$ cat src/rtl/ysyx_lsu.sv
// Load/store unit: takes one execute-stage request at a time and moves it onto a
// 32-bit AXI4-Lite-style master port. Returns extended load data or a store completion.
module ysyx_lsu #(
  parameter int BIT_W = 32
) (
  input  logic             clk,
  input  logic             rst,
  input  logic             lsu_avalid,
  input  logic             lsu_ren,
  input  logic             lsu_wen,
  input  logic [BIT_W-1:0] lsu_addr,
  input  logic [3:0]       lsu_op,
  input  logic [BIT_W-1:0] lsu_wdata,
  output logic [BIT_W-1:0] lsu_rdata_o,
  output logic             lsu_exu_rvalid_o,
  output logic             lsu_exu_wready_o,
  output logic             lsu_err_o,
  output logic [BIT_W-1:0] araddr_o,
  output logic             arvalid_o,
  input  logic             arready,
  input  logic [BIT_W-1:0] rdata,
  input  logic [1:0]       rresp,
  input  logic             rvalid,
  output logic             rready_o,
  output logic [BIT_W-1:0] awaddr_o,
  output logic             awvalid_o,
  input  logic             awready,
  output logic [BIT_W-1:0] wdata_o,
  output logic [3:0]       wstrb_o,
  output logic             wvalid_o,
  input  logic             wready,
  input  logic [1:0]       bresp,
  input  logic             bvalid,
  output logic             bready_o
);

  typedef enum logic [2:0] {IDLE, AR, R, AW, B, RESP} state_t;
  typedef struct packed {
    logic       is_load;
    logic [2:0] op;
    logic [1:0] sh;
  } req_t;

  state_t state, nxt;
  req_t   req;

  logic             accept, misalign, bad_op;
  logic [15:0]      sft;
  logic [BIT_W-1:0] ld_ext;
  logic [3:0]       st_strb;
  logic [BIT_W-1:0] st_data;
  logic             unused_op3;

  assign unused_op3 = lsu_op[3];
  assign accept     = lsu_avalid & (lsu_ren | lsu_wen);
  assign misalign   = (lsu_op[1:0] == 2'b01 && lsu_addr[0]) ||
                      (lsu_op[2:0] == 3'b010 && lsu_addr[1:0] != 2'b00);

  // Only the low halfword of the shifted beat is ever needed.
  assign sft = 16'(rdata >> {req.sh, 3'b000});

  always_comb begin
    ld_ext = '0;
    bad_op = 1'b0;
    case (req.op)
      3'd0:    ld_ext = {{(BIT_W-8){sft[7]}}, sft[7:0]};
      3'd4:    ld_ext = {{(BIT_W-8){1'b0}}, sft[7:0]};
      3'd1:    ld_ext = {{(BIT_W-16){sft[15]}}, sft};
      3'd5:    ld_ext = {{(BIT_W-16){1'b0}}, sft};
      3'd2:    ld_ext = rdata;
      default: bad_op = 1'b1;
    endcase
  end

  always_comb begin
    st_strb = 4'hF;
    st_data = lsu_wdata;
    case (lsu_op[1:0])
      2'b00: begin
        st_strb = 4'b0001 << lsu_addr[1:0];
        st_data = {4{lsu_wdata[7:0]}};
      end
      2'b01: begin
        st_strb = 4'b0011 << lsu_addr[1:0];
        st_data = {2{lsu_wdata[15:0]}};
      end
      default: ;
    endcase
  end

  always_ff @(posedge clk or negedge rst) begin
    if (!rst) state <= IDLE;
    else      state <= nxt;
  end

  always_comb begin
    nxt = state;
    case (state)
      IDLE: if (accept) nxt = misalign ? RESP : (lsu_ren ? AR : AW);
      AR:   if (arready) nxt = R;
      R:    if (rvalid) nxt = RESP;
      // Each channel is finished once its valid has dropped or is handshaking now.
      AW:   if ((!awvalid_o || awready) && (!wvalid_o || wready)) nxt = B;
      B:    if (bvalid) nxt = RESP;
      RESP: nxt = IDLE;
      default: nxt = IDLE;
    endcase
  end

  always_comb begin
    rready_o         = (state == R);
    bready_o         = (state == B);
    lsu_exu_rvalid_o = (state == RESP) &  req.is_load;
    lsu_exu_wready_o = (state == RESP) & ~req.is_load;
  end

  always_ff @(posedge clk or negedge rst) begin
    if (!rst) begin
      req         <= '0;
      lsu_rdata_o <= '0;
      lsu_err_o   <= 1'b0;
      araddr_o    <= '0;
      arvalid_o   <= 1'b0;
      awaddr_o    <= '0;
      awvalid_o   <= 1'b0;
      wdata_o     <= '0;
      wstrb_o     <= '0;
      wvalid_o    <= 1'b0;
    end else begin
      case (state)
        IDLE: if (accept) begin
          req       <= '{is_load: lsu_ren, op: lsu_op[2:0], sh: lsu_addr[1:0]};
          lsu_err_o <= 1'b0;
          if (misalign) begin
            lsu_err_o <= 1'b1;
            if (lsu_ren) lsu_rdata_o <= '0;
          end else if (lsu_ren) begin
            arvalid_o <= 1'b1;
            araddr_o  <= {lsu_addr[BIT_W-1:2], 2'b00};
          end else begin
            awvalid_o <= 1'b1;
            wvalid_o  <= 1'b1;
            awaddr_o  <= {lsu_addr[BIT_W-1:2], 2'b00};
            wdata_o   <= st_data;
            wstrb_o   <= st_strb;
          end
        end
        AR: if (arready) arvalid_o <= 1'b0;
        R: if (rvalid) begin
          lsu_rdata_o <= ld_ext;
          lsu_err_o   <= (rresp != 2'b00) | bad_op;
        end
        AW: begin
          if (awready) awvalid_o <= 1'b0;
          if (wready)  wvalid_o  <= 1'b0;
        end
        B: if (bvalid) lsu_err_o <= (bresp != 2'b00);
        default: ;
      endcase
    end
  end

endmodule

$ cat config.mk
export PLATFORM = sky130hd
export DESIGN_NAME = ysyx_lsu
export DESIGN_NICKNAME = d
export VERILOG_FILES = /design/src/rtl/ysyx_lsu.sv
export SDC_FILE = /design/constraint.sdc
export NUM_CORES = 1
export LEC_CHECK = 0
export CAP_MARGIN = 10
export CORE_MARGIN = 4
export CORE_UTILIZATION = 30
export DETAILED_ROUTE_END_ITERATION = 16
export HOLD_SLACK_MARGIN = 0.02
export SYNTH_ARGS = -nofsm -noshare
export SYNTH_HDL_FRONTEND = slang
export SYNTH_SLANG_ARGS = --single-unit
$ cat constraint.sdc
create_clock -name clk -period 2.53 [get_ports clk]
set_clock_uncertainty 0.2 [all_clocks]
set_input_delay 0.506 -clock clk [delete_from_list [all_inputs] [get_ports clk]]
set_output_delay 0.506 -clock clk [all_outputs]
set_load 0.02 [all_outputs]
==> flow_summary.toml <==
[final_layout]
nets = 954
nFillCells = 2049
final_util = 0.4755
antenna_cells = 0
multi_input_area_um2 = 2899
layout_common_cells = "243 x clkdlybuf4s50_1, 141 x dfrtp_1, 56 x nand2_1, 41 x o21ai_0, 41 x mux2_2"
regArea_um2 = 3528
final_common_cell = "clkdlybuf4s50_1"
final_cell_count_no_fill = 1133
drive_gt1_frac = 0.1536
area_growth_syn_to_layout_pct = 56.24

[sta]
setup_tns_ps = 0
rsz0062_at_grt = "no"
timing.final.max_slew_violations = 0
fin_crit_ps = 2408
worstMarginPinSlew_ps = 866.2
max-slew-margin-rel = 0.4204
finalHoldViolCount = 0
fin_crit_sh = 0.9518
setup_violations = 0
timing.fmax_mhz = 415.3

[route]
num_vias = 5626
met3_length_mm = 2.437
final_antenna_net_count = 0
via_per_inst = 4.966
finalWirelength_mm = 22.13
routedWlPerCell_um = 19.53
dr.max_layer_used = "met4"
drtIter0Drc = 319
route.met2.wl_mm = 9.792
met1_length_mm = 9.518
drc = 0
firstDrtPassIters = 4

[logic_synthesis]
synth_seq_cells = 141
netlist_instances = 574
syn_avg_cell_area_um2 = 11.54
synth-edff-count = 0
async_flop_share = 1.000
synth_top_flop_cell = "dfrtp_1"
netlist_area_um2 = 6621
ys_types = 50
ys_warn_count = 0
ys_seq_area_frac = 0.5329

[cts]
clock_path_buffers = 2
cts_tree = "yes"
htreeDepth = 4
clkSlewWorstSetupHoldPaths_ps = 70
cts_buffers = 17
cts-root-buf = "clkbuf_16"
post_cts_buffers = 0
clk_latency_ps = 420
cts.sinks = 141

[grt]
grt_max_degree = 49
antenna_found_initial = 0
grt_pass1_vias = 5788
grt_pass1_wl_mm = 33.80
grt.total_usage = 0.1801
grt_overflow = 0

[pwr]
swShare = 0.3900
irDropWorstVdd_mv = 0.5906
power.leakage_nw = 4.343
p_per_area_nw_per_um2 = 1278
p_clk_frac = 0.194
seqPwrFrac = 0.307
power.share.combinational = 0.499
netSwitchingPower_w = 0.005154
power.internal_w = 0.008063

[hold_path]
hold_start = "awaddr_o[20]"
hold_path.class = "reg2reg"

[worst_setup_path]
crit_path_max_fanout = 9
cp.arrival_ps = 1700
startpoint = "state[1]"
path_class = "reg2out"
crit_path_end_kind = "output port"
cp-start-kind = "flip-flop"
r2r-start = "state[2]"
critPathRequiredTime_ps = 1820

[placement]
gp_congestion = 0.8121
dp_cells = 1100
dp_hpwl_mm = 16.65
portBuffers = 248

[floorplan]
die_area_um2 = 24510
core_area_um2 = 21760
fp.dieH_um = 156.6
io_pins = 254
start_util = 0.3043
die_w_um = 156.6
num_rows = 54

[job]
drv_cap = 0

[status]
status = "finished, final reports clean"
==> final cells by class <==
type                            instances  area share
Tap cell                              280     0.03387
Clock buffer                           17     0.04112
Sequential cell                       141      0.3411
Timing Repair Buffer                  293      0.2858
Inverter                                4    0.001451
Clock inverter                         15     0.01645
Multi-Input combinational cell        383      0.2802
==> synthesized netlist by cell type (7+ instances only) <==
cell type	n	area, µm²
mux2_1	40	450.4
clkbuf_1	31	116.4
a221o_1	8	80.08
a211o_1	7	61.31
mux2_2	41	461.7
a32oi_1	7	61.31
o2bb2ai_1	7	61.31
mux2i_1	33	330.3
buf_2	10	50.05
o21ai_0	41	205.2
nor2_1	8	30.03
a21oi_1	34	170.2
a31oi_1	17	106.4
nand2_1	56	210.2
dfrtp_1	141	3528
a22o_1	19	166.4
nor2b_1	10	62.56
==> metal layers <==
layer | up-vias | GRT usage
li1 | 2649 | -
met3 | 20 | 0.08711
met4 | 0 | 0.05372
met1 | 2743 | 0.2297
met2 | 214 | 0.2721
met5 | - | 0
==> cell families after synthesis <==
kind of cell    Yosys count  synth area share
simple gates            104           0.07634
mux                     115            0.1910
compound gates          160            0.1650
buf+inv                  53           0.03420
other cells               1         0.0005663
flops                   141            0.5329
==> worst max-delay path: stages, from the launching register on <==
cell and delay (ps):
dfrtp_1 500, inv_1 120, nor3_1 250, dlygate4sd2_1 410
==> power by group through the flow <==
stage	Sequential, W	Combinational, W	Clock, W
after floorplan	0.00520	0.00219	0
after global placement	0.00404	0.00663	0
after detailed placement	0.00409	0.00666	0
after CTS	0.00407	0.00668	0.00263
after global routing	0.00422	0.00706	0.00273
final	0.00405	0.00660	0.00257
==> registers in the layout, summed over array words and instances, names as in the netlist, 3 cells and up <==
register / flops
lsu_rdata_o: 32
wdata_o: 32
araddr_o: 30
awaddr_o: 30
req: 6
wstrb_o: 4
state: 3
==> worst paths after layout <==
| path | end | slack, ps | cells past startpoint |
|---|---|---|---|
| setup / recovery | rready_o | 120 | 3 |
| hold / removal | awaddr_o[20] | 290 | 1 |
| setup reg to reg | lsu_rdata_o[18] | 310 | 7 |
| hold reg to reg | awaddr_o[20] | 290 | 1 |
| max in group asynchronous | req[5] | 1110 | 3 |
| min in group asynchronous | lsu_rdata_o[30] | 400 | 2 |
==> timing repair <==
action,4_1_cts,5_1_grt
resized for setup,4,1
endpoints found under the hold margin,43,0
hold buffers,1,0
setup endpoints to repair,4,2
==> through the flow <==
stage          setup slack, ps  total power, W  area (µm²)  hold WS [ps]
6_report                 121.9         0.01322       10340         288.2
2_1_floorplan            230.5        0.007391        6633         10.41
4_1_cts                  76.60         0.01338       10340         295.4
5_1_grt                  13.20         0.01401       10340         309.4
3_5_place_dp            -196.3         0.01075        9742         277.0
3_3_place_gp            -166.8         0.01067        9742         272.9
No activity file was read; power rests on OpenSTA's default activity.
